$ cat config.mk
export PLATFORM = sky130hd
export DESIGN_NAME = nco_period_meter
export DESIGN_NICKNAME = d
export VERILOG_FILES = /design/src/rtl/nco_meter_pkg.sv /design/src/rtl/sync_edge_det.sv /design/src/rtl/nco_period_meter.sv
export SDC_FILE = /design/constraint.sdc
export NUM_CORES = 1
export LEC_CHECK = 0
export BUFFER_PORTS_ARGS = -buffer_cell sky130_fd_sc_hd__buf_2
export CAP_MARGIN = 20
export CORE_ASPECT_RATIO = 1.25
export CORE_MARGIN = 2
export CORE_UTILIZATION = 49
export CTS_CLUSTER_SIZE = 30
export DETAILED_ROUTE_END_ITERATION = 16
export PLACE_DENSITY = 0.68
export SETUP_SLACK_MARGIN = 0.02
export SKIP_LAST_GASP = 1
export SYNTH_ARGS = -nofsm -noshare
export SYNTH_HDL_FRONTEND = slang
export SYNTH_SLANG_ARGS = --single-unit
$ cat constraint.sdc
create_clock -name clk -period 3.8 [get_ports clk]
set_input_delay 0.38 -clock clk [delete_from_list [all_inputs] [get_ports clk]]
set_output_delay 0.38 -clock clk [all_outputs]
set_load 0.01 [all_outputs]
$ cat src/rtl/nco_meter_pkg.sv
// Shared types and defaults for the NCO period meter.
// Holds the FSM state encoding and the default sizing constants.
package nco_meter_pkg;

    localparam int DEFAULT_WIDTH   = 32;
    localparam int DEFAULT_TIMEOUT = 100_000_000;
    localparam int CLK_HZ          = 50_000_000;

    typedef enum logic [1:0] {
        IDLE,
        ARM,
        HIGH,
        LOW
    } meter_state_t;

endpackage

$ cat src/rtl/sync_edge_det.sv
// Input synchroniser plus edge detector for one asynchronous signal.
// Ports: clk, rst (sync, active-high), i_sig (async in),
//        o_rise / o_fall (one-cycle detect pulses).
module sync_edge_det #(
    parameter int SYNC_STAGES = 2
) (
    input  logic clk,
    input  logic rst,
    input  logic i_sig,
    output logic o_rise,
    output logic o_fall
);

    logic [SYNC_STAGES-1:0] r_sync;
    logic                   r_hist;
    logic                   w_sync;

    assign w_sync = r_sync[SYNC_STAGES-1];

    always_ff @(posedge clk) begin
        if (rst) begin
            r_sync <= '0;
            r_hist <= 1'b0;
        end else begin
            r_sync <= {r_sync[SYNC_STAGES-2:0], i_sig};
            r_hist <= w_sync;
        end
    end

    assign o_rise = w_sync & ~r_hist;
    assign o_fall = ~w_sync & r_hist;

endmodule

$ cat src/rtl/nco_period_meter.sv
// Measures period and high time of a slow square wave in clk cycles.
// Ports: clk, rst (sync, active-high), en, sig_in (async);
//        period, high_time, valid (1-cycle pulse), timeout (sticky), busy.
module nco_period_meter
    import nco_meter_pkg::*;
#(
    parameter int WIDTH       = DEFAULT_WIDTH,
    parameter int SYNC_STAGES = 2,
    parameter int TIMEOUT     = DEFAULT_TIMEOUT
) (
    input  logic             clk,
    input  logic             rst,
    input  logic             en,
    input  logic             sig_in,
    output logic [WIDTH-1:0] period,
    output logic [WIDTH-1:0] high_time,
    output logic             valid,
    output logic             timeout,
    output logic             busy
);

    localparam logic [WIDTH-1:0] TO_VAL = WIDTH'(TIMEOUT);
    localparam logic [WIDTH-1:0] ONE    = WIDTH'(1);

    meter_state_t     r_state;
    meter_state_t     w_state;
    logic [WIDTH-1:0] r_cnt;
    logic [WIDTH-1:0] w_cnt;
    logic [WIDTH-1:0] r_high;
    logic [WIDTH-1:0] w_high;
    logic [WIDTH-1:0] r_period;
    logic [WIDTH-1:0] w_period;
    logic [WIDTH-1:0] r_high_time;
    logic [WIDTH-1:0] w_high_time;
    logic             r_valid;
    logic             w_valid;
    logic             r_timeout;
    logic             w_timeout;
    logic             w_rise;
    logic             w_fall;
    logic             w_at_limit;

    sync_edge_det #(
        .SYNC_STAGES(SYNC_STAGES)
    ) u_sync (
        .clk   (clk),
        .rst   (rst),
        .i_sig (sig_in),
        .o_rise(w_rise),
        .o_fall(w_fall)
    );

    assign w_at_limit = (r_cnt == TO_VAL);

    // A qualifying edge is tested before the limit, so an edge landing
    // on the limit cycle still completes the measurement.
    always_comb begin
        w_state     = r_state;
        w_cnt       = r_cnt;
        w_high      = r_high;
        w_period    = r_period;
        w_high_time = r_high_time;
        w_valid     = 1'b0;
        w_timeout   = r_timeout;
        if (!en) begin
            w_state   = IDLE;
            w_cnt     = '0;
            w_timeout = 1'b0;
        end else begin
            unique case (r_state)
                IDLE: begin
                    w_state = ARM;
                end
                ARM: begin
                    if (w_rise) begin
                        w_cnt   = ONE;
                        w_state = HIGH;
                    end
                end
                HIGH: begin
                    if (w_fall) begin
                        w_high  = r_cnt;
                        w_cnt   = r_cnt + ONE;
                        w_state = LOW;
                    end else if (w_at_limit) begin
                        w_timeout = 1'b1;
                        w_cnt     = '0;
                        w_state   = ARM;
                    end else begin
                        w_cnt = r_cnt + ONE;
                    end
                end
                LOW: begin
                    if (w_rise) begin
                        w_period    = r_cnt;
                        w_high_time = r_high;
                        w_valid     = 1'b1;
                        w_timeout   = 1'b0;
                        w_cnt       = ONE;
                        w_state     = HIGH;
                    end else if (w_at_limit) begin
                        w_timeout = 1'b1;
                        w_cnt     = '0;
                        w_state   = ARM;
                    end else begin
                        w_cnt = r_cnt + ONE;
                    end
                end
                default: begin
                    w_state = IDLE;
                    w_cnt   = '0;
                end
            endcase
        end
    end

    always_ff @(posedge clk) begin
        if (rst) begin
            r_state     <= IDLE;
            r_cnt       <= '0;
            r_high      <= '0;
            r_period    <= '0;
            r_high_time <= '0;
            r_valid     <= 1'b0;
            r_timeout   <= 1'b0;
        end else begin
            r_state     <= w_state;
            r_cnt       <= w_cnt;
            r_high      <= w_high;
            r_period    <= w_period;
            r_high_time <= w_high_time;
            r_valid     <= w_valid;
            r_timeout   <= w_timeout;
        end
    end

    assign period    = r_period;
    assign high_time = r_high_time;
    assign valid     = r_valid;
    assign timeout   = r_timeout;
    assign busy      = (r_state == HIGH) || (r_state == LOW);

endmodule

======== Word-level counts from Yosys, hierarchy flattened ========
Index checks and enable logic that the tools add are counted.
storage, ports and cells
  memory bits (writable) .................. 0
  bits in read-only memories .............. 0
  memories ................................ 0
  register bits after elaboration ......... 135
  latch bits .............................. 0
  output and inout bits ................... 67
cells by class
  $add $sub $neg .......................... 1
  $lt $le $gt $ge ......................... 0
  bitwise logic cells ..................... 6
  eq/ne operators ......................... 6
  shifts and indexed selects .............. 0
  multiply operators ...................... 0
  reductions and logical operators ........ 10
  multiplexer cells ....................... 15
  divide/modulo/power cells ............... 0
operator list
  operator                 count
  $mux W32                 4
  $pmux W32 S3             1
  $add A32 B1 Y32 const B  1
  $eq A32 B27 Y1 const B   1
  $mux W2                  4
  $pmux W2 S4              1
  $reduce_and A3 Y1        2
  $eq A2 B2 Y1 const B     2
  $mux W1                  4
  $not A1 Y1               4
  $reduce_and A2 Y1        2
  $reduce_bool A3 Y1       1
  $reduce_or A3 Y1         1
  $and A1 B1 Y1            2
  $eq A2 B1 Y1 const B     1
  $logic_not A2 Y1         1
  $ne A2 B1 Y1 const B     1
  $ne A2 B2 Y1 const B     1
  $pmux W1 S2              1
  $reduce_bool A2 Y1       1
  $reduce_or A2 Y1         1
  $logic_or A1 B1 Y1       1

======== Longest topological paths before layout ========
Gate-level depths: netlist (run 1).
  word-level depth ........................ 4
  mapped depth ............................ 7
  mapped depth without buffers ............ 6

======== Hierarchy ========
Synthesis (run 1) repeated with hierarchy kept, for this count alone.
unflattened totals
  cells, all modules ...................... 674
  area total of the unflattened synthesis .. 5427.7 um^2
modules (own cells, without submodules)
  module            instances  area each (um^2)  seq. area each (um^2)  cells an instance
  nco_period_meter  1          5336.4            2642.5                 666
  sync_edge_det     1          91.3              60.1                   8

======== Worst setup path after synthesis (run 1) ========
Ideal clock, no wire load.
  path type ............................... flip-flop to flip-flop
  start point ............................. register r_cnt[0]
  end point ............................... register r_cnt[18]
  slack ................................... 1.612 ns
  cell stages (with the launch flop) ...... 8
  clock period less this slack ............ 2.188 ns
  setup time .............................. 0.117 ns
  arrival time ............................ 2.071 ns
  cells stage by stage .................... dfxtp_1 > inv_1 > ha_1 > or4b_1 > or3_4 > o31ai_4 > buf_2 > nor2_1
on the way
  word-level cells in the longest chain between the ends .. 4
  elaborated cells on any way between the ends .. 6
  classes of those cells .................. add/sub (1); eq/ne (1); mux (4)
RTL lines
  what                                               line                                             text
  start, declared                                    nco_period_meter.sv:27                           logic [WIDTH-1:0] r_cnt;
  start signal, assigned                             nco_period_meter.sv:128                          r_cnt <= w_cnt;
  $add A32 B1 Y32 or $eq A32 B27 Y1 (tied branches)  -
  $mux W32                                           nco_period_meter.sv:85, nco_period_meter.sv:101
  $mux W32, on equally long branches                 nco_period_meter.sv:94, nco_period_meter.sv:81
  $pmux W32 S3 *                                     nco_period_meter.sv:70                           unique case (r_state)
Mark *: on every way between the ends. The rest lies on a longest branch, timed or not.
A chain may end at the register's enable or synchronous reset.

======== Final worst setup path (run 1) ========
  start point ............................. register r_state[1]
  end point ............................... register r_cnt[21]
on the way
  word-level cells in the longest chain between the ends .. 3
  elaborated cells on any way between the ends .. 7
  classes of those cells .................. eq/ne (4); mux (1); reduce/logical (2)
RTL lines
  what                                                          line                     text
  start, declared                                               nco_period_meter.sv:25   meter_state_t r_state;
  start signal, assigned                                        nco_period_meter.sv:127  r_state <= w_state;
  $eq A2 B1 Y1 or $eq A2 B2 Y1 (tied branches)                  nco_period_meter.sv:70
  $ne A2 B1 Y1 (no line) or $reduce_bool A3 Y1 (tied branches)  -
  $reduce_and A2 Y1 (no line)                                   -
Parallel ways exist; a longest one is shown, timed or not.

==> results of run 1 <==
final timing paths:
check	startpoint	endpoint	slack, ps	cells after the start
max	r_state[1]	r_cnt[21]	1080	4
min	sig_in	u_sync.r_sync[0]	190	2
max reg2reg	r_state[1]	r_cnt[21]	1080	4
min reg2reg	u_sync.r_sync[0]	u_sync.r_sync[1]	440	1
routing by layer:
metal	global-route usage [%]	wire, um	vias to the layer above
li1	-	-	2346
met1	33.2	6350	2208
met2	39.0	6750	149
met3	4.44	741	25
met4	9.11	262	0
met5	0	0	-
cell type report:
cell class	instances	share of cell area, %
timing repair buffer	75	6.15
sequential	135	42.8
multi-input combinational	479	38.3
inverter	7	0.417
clock inverter	13	2.68
tap	132	2.62
clock buffer	19	7.02
power by group:
part           switching (mW)  total (mW)  internal [mW]
clock network           0.638        1.69           1.06
registers             0.00204        1.42           1.42
logic                  0.0288      0.0353        0.00646
total                   0.669        3.15           2.48
per-stage QoR:
stage / cells / total power [mW] / instance area (um^2)
final: 860 / 3.15 / 6310
after detailed placement: 828 / 1.49 / 5700
after floorplan: 674 / 1.48 / 5390
after global routing: 860 / 3.23 / 6310
after global placement: 828 / 1.49 / 5700
after CTS: 860 / 3.16 / 6310
cell usage after synthesis (all sizes together), types with 2 or more instances:
cell	instances	area share [%]
xor2	8	1.3
buf	13	1.3
nor2b	5	0.58
o2111ai	3	0.49
dfxtp	135	50
nand2	220	15
o21ai	6	0.56
or3	9	1.3
o31ai	2	0.53
nor4	7	0.81
and2	2	0.26
nand4	15	1.7
ha	3	0.70
a21oi	101	9.4
or4	3	0.42
a31oi	2	0.23
clkbuf	39	3.2
o211ai	3	0.42
o311ai	2	0.33
and3	9	1.1
nand3	19	1.9
nor2	21	1.5
nor3	10	0.93
xnor2	12	2.0
and4	5	0.84
inv	6	0.42
worst max-delay path: cells and delay by family (launching register included):
| kind | cells | cell delay (ps) |
|---|---|---|
| AO/OA/AOI/OAI | 1 | 360 |
| buffers and inverters | 1 | 500 |
| flip-flops | 1 | 690 |
| AND/OR/NAND/NOR | 2 | 1050 |
registers in the layout, summed over array words and instances (netlist names):
signal	flops
r_high	32
u_sync.r_sync	2
u_sync.r_hist	1
period	32
timeout	1
high_time	32
valid	1
r_state	2
r_cnt	32
cell families (layout without fill, tap and decap cells):
family | after synthesis | in the layout | share of synthesized area, %
compound gates | 125 | 125 | 13.2
xor+xnor | 20 | 20 | 3.25
fa+ha+maj | 3 | 3 | 0.697
buf+inv | 60 | 114 | 5.13
flops | 135 | 135 | 50.2
simple gates | 331 | 331 | 27.5
==> results.yml, run 1 <==
power:
  p_leak_nw: 2.25
  powerDensity_nw_per_um2: 499
  vdd_drop_max_mv: 0.300
yosys:
  ys.flop_type: "dfxtp_1"
  ys_seq_area_share_pct: 50.2
  syn_avg_cell_area_um2: 7.99
  synth_nets: 681
  async_flop_share_pct: 0
  synthCells: 674
  synth-edff-count: 0
  netlist_area_um2: 5390
  ys_ff_latch: 135
  ys_types: 52
  ys.warnings.count: 0
critical_path:
  required_ps: 4110
  slowest_stage: "dfxtp_1"
  end_kind: "register"
  critPathKind: "register to register"
  path_max_fanout: 16
  critPathLaunchType: "register"
  cp_data_arrival_time_ps: 3020
  critPathMaxStageDelay_ps: 690
  crit_chain: "clkinv_1 > nor2_1 > nand2_1 > o311ai_0"
floorplan:
  io_pins: 71
  die_h_um: 121
  start_util_pct: 50.5
  coreArea_um2: 10700
  dieArea_um2: 11900
  die-width_um: 97.8
  rows: 42
finish:
  drive_gt1_share_pct: 16.3
  multiInputGateArea_um2: 2410
  final_nets: 722
  regArea_um2: 2700
  final_common_cell: "nand2_1"
  fillers: 1007
  layout_common_cells: "nand2_1, dfxtp_1, a21oi_1"
  antenna_cells: 0
  syn2layout_area_growth_pct: 17.1
  fin_util_pct: 59.1
grt:
  overflow: 0
  grt_pass1_vias: 4378
  grt_first_pass_wirelength_mm: 22.8
  antenna_found_initial: 0
  grt_max_degree: 100
  grt_use_total_pct: 24.4
detailed_routing:
  drt_iter0_markers: 280
  firstDrtPassIters: 5
  detail_route.wl_per_cell_um: 16.4
  ant_nets: 0
  vias_per_cell: 5.50
  drc: 0
  drt_wl_total_mm: 14.1
  vias: 4728
outcome:
  status: "finished, final reports clean"
placement:
  gp_congestion: 0.925
  hpwl_mm: 9.31
  io_buffers: 70
  pre_cts_ws_ps: 1180
sta:
  drv_slew: 0
  fin_crit_ps: 2720
  post-route-worst-setup-slack_ps: 1080
  fmax_mhz: 368
  finalHoldViolations: 0
  timing.hold.ws_ps: 186
  tns_ps: 0
  rsz0062_at_grt: "false"
  relSlewSlack_pct: 32.1
  worst_pin_slew_ps: 1020
  period_share_pct: 71.5
  finalClockSkew_ps: 7.10
  setup_violations: 0
cts:
  cts_max_level: 4
  post_cts_resized: 0
  tritoncts: "done"
  cts_buffers: 17
  root_buffer: "clkbuf_16"
  cts_setup_buffers: 0
  clk_latency_ps: 420
  clk_path_buf_depth: 2
  cts_hold_buffers: 0
  cts_sinks: 135
  clk_pin_slew_ps: 60
job:
  max_cap_violations: 0
hold_path:
  hold_path_class: "primary input to register"
(Power assumes the default switching activity.)
==> run 2: changes to the inputs <==
--- a/config.mk
+++ b/config.mk
@@ -12,7 +12,7 @@
 export CORE_UTILIZATION = 49
 export CTS_CLUSTER_SIZE = 30
 export DETAILED_ROUTE_END_ITERATION = 16
-export PLACE_DENSITY = 0.68
+export PLACE_DENSITY = 0.71
 export SETUP_SLACK_MARGIN = 0.02
 export SKIP_LAST_GASP = 1
 export SYNTH_ARGS = -nofsm -noshare
==> constraint.sdc (replaced) <==
create_clock -name clk -period 2.2 [get_ports clk]
set_input_delay 0.22 -clock clk [delete_from_list [all_inputs] [get_ports clk]]
set_output_delay 0.22 -clock clk [all_outputs]
set_load 0.01 [all_outputs]
==> run 2 against run 1 <==
Against the previous run:
- final cell count up 4.9%
- non-clock buffer count rose by 42
- die area did not move
- first-iteration DRC count increased by 16%
==> results.yml, run 2 (synthesized netlist as in run 1, its figures left out) <==
outcome:
  status: "finished, final reports clean"
floorplan:
  coreArea_um2: 10700
  io_pins: 71
  rows: 42
  die_h_um: 121
  dieArea_um2: 11900
  die-width_um: 97.8
  start_util_pct: 50.5
detailed_routing:
  drc: 0
  vias_per_cell: 5.46
  ant_nets: 0
  vias: 4929
  detail_route.wl_per_cell_um: 15.6
  firstDrtPassIters: 4
  drt_iter0_markers: 324
  drt_wl_total_mm: 14.0
critical_path:
  end_kind: "register"
  reg2reg_slack_ps: 60
  slowest_stage: "or4b_1"
  critPathMaxStageDelay_ps: 450
  critPathKind: "register to register"
  required_ps: 2500
  cp_data_arrival_time_ps: 2440
  path_max_fanout: 9
  crit_chain: "inv_1 > ha_1 > or4b_1 > or3_4 > o31ai_4 > buf_4 > clkbuf_16 > a21oi_1"
  critPathLaunchType: "register"
placement:
  io_buffers: 70
  placed_area_um2: 6010
  gp_congestion: 0.933
  hpwl_mm: 9.77
  pre_cts_ws_ps: 75.9
finish:
  final_nets: 764
  syn2layout_area_growth_pct: 23.0
  layout_common_cells: "nand2_1, dfxtp_1, a21oi_1"
  antenna_cells: 0
  fin_area_um2: 6630
  final_common_cell: "nand2_1"
  drive_gt1_share_pct: 21.7
sta:
  finalClockSkew_ps: 6.98
  drv_slew: 0
  tns_ps: 0
  fin_crit_ps: 2140
  worst_pin_slew_ps: 956
  finalHoldViolations: 0
  setup_violations: 0
  relSlewSlack_pct: 36.3
  fmax_mhz: 467
  post-route-worst-setup-slack_ps: 57.9
  rsz0062_at_grt: "true"
  period_share_pct: 97.4
cts:
  clk_latency_ps: 410
  cts_sinks: 135
  cts_max_level: 4
  cts_buffers: 17
  clk_pin_slew_ps: 60
  clk_path_buf_depth: 2
  tritoncts: "done"
  root_buffer: "clkbuf_16"
grt:
  overflow: 0
  grt_use_met1_pct: 31.2
  antenna_found_initial: 0
  grt_use_total_pct: 24.2
  grt_pass1_vias: 4712
  grt_first_pass_wirelength_mm: 22.9
  grt_use_met2_pct: 39.3
  grtUsageMet3_pct: 5.88
  grt_max_degree: 100
  top_usage_layer: "met2"
power:
  p_switching_mw: 1.10
  sw_frac_of_total_pct: 21.5
  p_clk_share_pct: 50.8
  power_frac_comb_pct: 1.6
  p_leak_nw: 2.48
  internal-power_mw: 4.04
  power_mw: 5.14
  powerDensity_nw_per_um2: 776
  pwr-share-seq_pct: 47.7
  vdd_drop_max_mv: 0.431
job:
  max_cap_violations: 0
hold_path:
  hold_path_class: "primary input to register"
==> run 2: area by class of cell <==
cell class / instances / area [um^2]
Clock buffer: 18 / 439
Clock inverter: 14 / 109
Fill cell: 985 / 4040
Inverter: 7 / 26.3
Multi-Input combinational cell: 479 / 2420
Sequential cell: 135 / 2710
Tap cell: 132 / 165
Timing Repair Buffer: 117 / 763
==> run 2: routing by layer <==
| metal | vias to the layer above | part of all wire (%) |
|---|---|---|
| li1 | 2436 | - |
| met1 | 2330 | 44 |
| met2 | 144 | 49 |
| met3 | 19 | 5.3 |
| met4 | 0 | 1.9 |
| met5 | - | 0 |
==> run 2: path summary, 6_finish.rpt <==
check | cells after the start | from | to
max | 8 | r_cnt[1] | r_cnt[1]
min reg2reg | 2 | r_high[16] | high_time[16]
min | 2 | sig_in | u_sync.r_sync[0]
max reg2reg | 8 | r_cnt[1] | r_cnt[1]
==> run 2: power by group through the flow <==
stage | sequential [mW] | combinational (mW) | clock [mW]
after floorplan | 2.50 | 0.0465 | 0
after global placement | 2.50 | 0.0649 | 0
after detailed placement | 2.50 | 0.0682 | 0
after CTS | 2.45 | 0.0683 | 2.65
after global routing | 2.45 | 0.0879 | 2.76
final | 2.45 | 0.0815 | 2.61
==> run 2: per-stage QoR <==
stage               instances  hold slack (ps)  util (%)
floorplan                 674              348         -
global placement          866              435      56.3
detailed placement        867              442      56.4
CTS                       899             11.2      61.5
global route              902             46.2      62.1
finish                    902             24.1      62.1
==> run 2: worst max-delay path, delay by kind of cell (launching register included) <==
kind | cells | cell delay, ps
simple gates | 2 | 860
buf+inv | 3 | 480
fa+ha+maj | 1 | 150
compound gates | 2 | 220
flops | 1 | 310
==> run 2: timing repair <==
action,CTS,global route
setup buffers,0,1
resized for setup,0,5
endpoints found under the setup margin,0,13
hold buffers,0,0
==> run 3: changes to the inputs <==
--- a/config.mk
+++ b/config.mk
@@ -9,10 +9,10 @@
 export CAP_MARGIN = 20
 export CORE_ASPECT_RATIO = 1.25
 export CORE_MARGIN = 2
-export CORE_UTILIZATION = 49
+export CORE_UTILIZATION = 51
 export CTS_CLUSTER_SIZE = 30
 export DETAILED_ROUTE_END_ITERATION = 16
-export PLACE_DENSITY = 0.71
+export PLACE_DENSITY = 0.74
 export SETUP_SLACK_MARGIN = 0.02
 export SKIP_LAST_GASP = 1
 export SYNTH_ARGS = -nofsm -noshare
==> run 3 against run 2 <==
Against the previous run:
- final cell count shrank 0.78%
- routed wire length grew 1.2%
- utilization grew 3.0 points
- via count grew 0.85%
- count of clock-buffer cells in the layout grew 4
- clock power grew 12%
- fmax grew 2.0%
- die area shrank 3.8%
- register-to-register slack gained 40 ps
- non-clock buffer count shrank 4
- power grew 6.2%
- first-iteration DRC count grew 14%
- critical endpoint is now r_cnt[25]
==> results.yml, run 3 (synthesized netlist as in run 1, its figures left out) <==
outcome:
  status: "finished, final reports clean"
floorplan:
  start_util_pct: 52.8
  die-width_um: 95.9
  coreArea_um2: 10200
  rows: 41
  dieArea_um2: 11400
  io_pins: 71
  die_h_um: 119
detailed_routing:
  firstDrtPassIters: 7
  vias_per_cell: 5.55
  drt_wl_total_mm: 14.2
  ant_nets: 0
  drt_iter0_markers: 370
  detail_route.wl_per_cell_um: 15.9
  drc: 0
  vias: 4971
sta:
  setup_violations: 0
  rsz0062_at_grt: "false"
  post-route-worst-setup-slack_ps: 99.6
  drv_slew: 0
  worst_pin_slew_ps: 952
  fin_crit_ps: 2100
  finalClockSkew_ps: 6.25
  tns_ps: 0
  fmax_mhz: 476
  finalHoldViolations: 0
  relSlewSlack_pct: 36.5
  period_share_pct: 95.5
critical_path:
  critPathKind: "register to register"
  slowest_stage: "or4b_1"
  required_ps: 2480
  critPathBufInv: 3
  critPathLaunchType: "register"
  critPathMaxStageDelay_ps: 440
  end_kind: "register"
  crit_chain: "inv_2 > ha_1 > or4b_1 > or3_4 > o31ai_4 > buf_4 > buf_12 > a211oi_1"
  crit_family: "simple AND/OR/NAND/NOR gates"
  path_max_fanout: 10
  cp_data_arrival_time_ps: 2380
grt:
  grt_first_pass_wirelength_mm: 22.8
  grt_use_total_pct: 25.5
  grt_max_degree: 100
  antenna_found_initial: 0
  overflow: 0
  grt_pass1_vias: 4652
cts:
  clk_path_buf_depth: 2
  cts_max_level: 4
  tritoncts: "done"
  cts_buffers: 17
  cts_sinks: 135
  root_buffer: "clkbuf_16"
  cts_hold_buffers: 0
  clk_latency_ps: 410
  clk_pin_slew_ps: 60
placement:
  hpwl_mm: 9.40
  gp_congestion: 0.969
  pre_cts_ws_ps: 60.0
  io_buffers: 70
power:
  p_leak_nw: 2.48
  powerDensity_nw_per_um2: 822
  vdd_drop_max_mv: 0.544
finish:
  final_nets: 760
  antenna_cells: 0
  final_common_cell: "nand2_1"
  syn2layout_area_growth_pct: 23.4
  layout_common_cells: "nand2_1, dfxtp_1, a21oi_1"
  fillers: 860
  drive_gt1_share_pct: 21.0
job:
  max_cap_violations: 0
hold_path:
  hold_path_class: "primary input to register"
## run 3: cell types whose count changed in the layout (fill, tap and decap cells not counted), moves of 2 or more
cell	before	now
clkinv_2	8	1
buf_4	43	39
bufinv_16	1	3
clkbuf_1	0	2
clkbuf_8	1	3
clkinv_4	0	2
## run 3: layer usage
layer / GRT usage, % / vias to the layer above / share of wire, % / wire length (um)
met3: 5.44 / 36 / 5.3 / 750
met5: 0 / - / 0 / 0
met2: 40.6 / 179 / 48 / 6770
met1: 33.8 / 2334 / 44 / 6290
met4: 9.38 / 0 / 2.8 / 393
li1: - / 2422 / - / -
## run 3: repair_timing
item	CTS	global route
endpoints found under the hold margin	0	0
buffers inserted	0	1
endpoints found under the setup margin	0	21
resized for setup	0	5
## run 3: path summary, 6_finish.rpt
| kind | slack [ps] | to | startpoint | depth (start not counted) |
|---|---|---|---|---|
| worst max register to register | 100 | r_cnt[25] | r_cnt[0] | 8 |
| worst min-delay path | 20 | u_sync.r_sync[0] | sig_in | 2 |
| worst min register to register | 450 | high_time[31] | high_time[31] | 2 |
| worst max-delay path | 100 | r_cnt[25] | r_cnt[0] | 8 |
## run 3: power breakdown
| part | internal [mW] | switching (mW) |
|---|---|---|
| Clock | 1.88 | 1.05 |
| Sequential | 2.45 | 0.00294 |
| Combinational | 0.0235 | 0.0560 |
| Total | 4.35 | 1.11 |
## run 3: through the flow
| stage | power, mW | util [%] | cell area (um^2) | hold slack (ps) | instances |
|---|---|---|---|---|---|
| floorplan | 2.55 | - | 5390 | 348 | 674 |
| global placement | 2.57 | 58.5 | 5970 | 437 | 859 |
| detailed placement | 2.57 | 58.6 | 5980 | 434 | 860 |
| CTS | 5.48 | 64.6 | 6600 | 14.1 | 892 |
| global route | 5.61 | 65.1 | 6650 | 40.6 | 895 |
| finish | 5.46 | 65.1 | 6650 | 23.1 | 895 |
## run 3: layout make-up
cell class	instances	area [um^2]	area share, %
Multi-Input combinational cell	479	2420	36.4
Clock buffer	22	474	7.13
Tap cell	129	161	2.43
Timing Repair Buffer	113	719	10.8
Clock inverter	10	144	2.16
Inverter	7	26.3	0.395
Sequential cell	135	2710	40.7
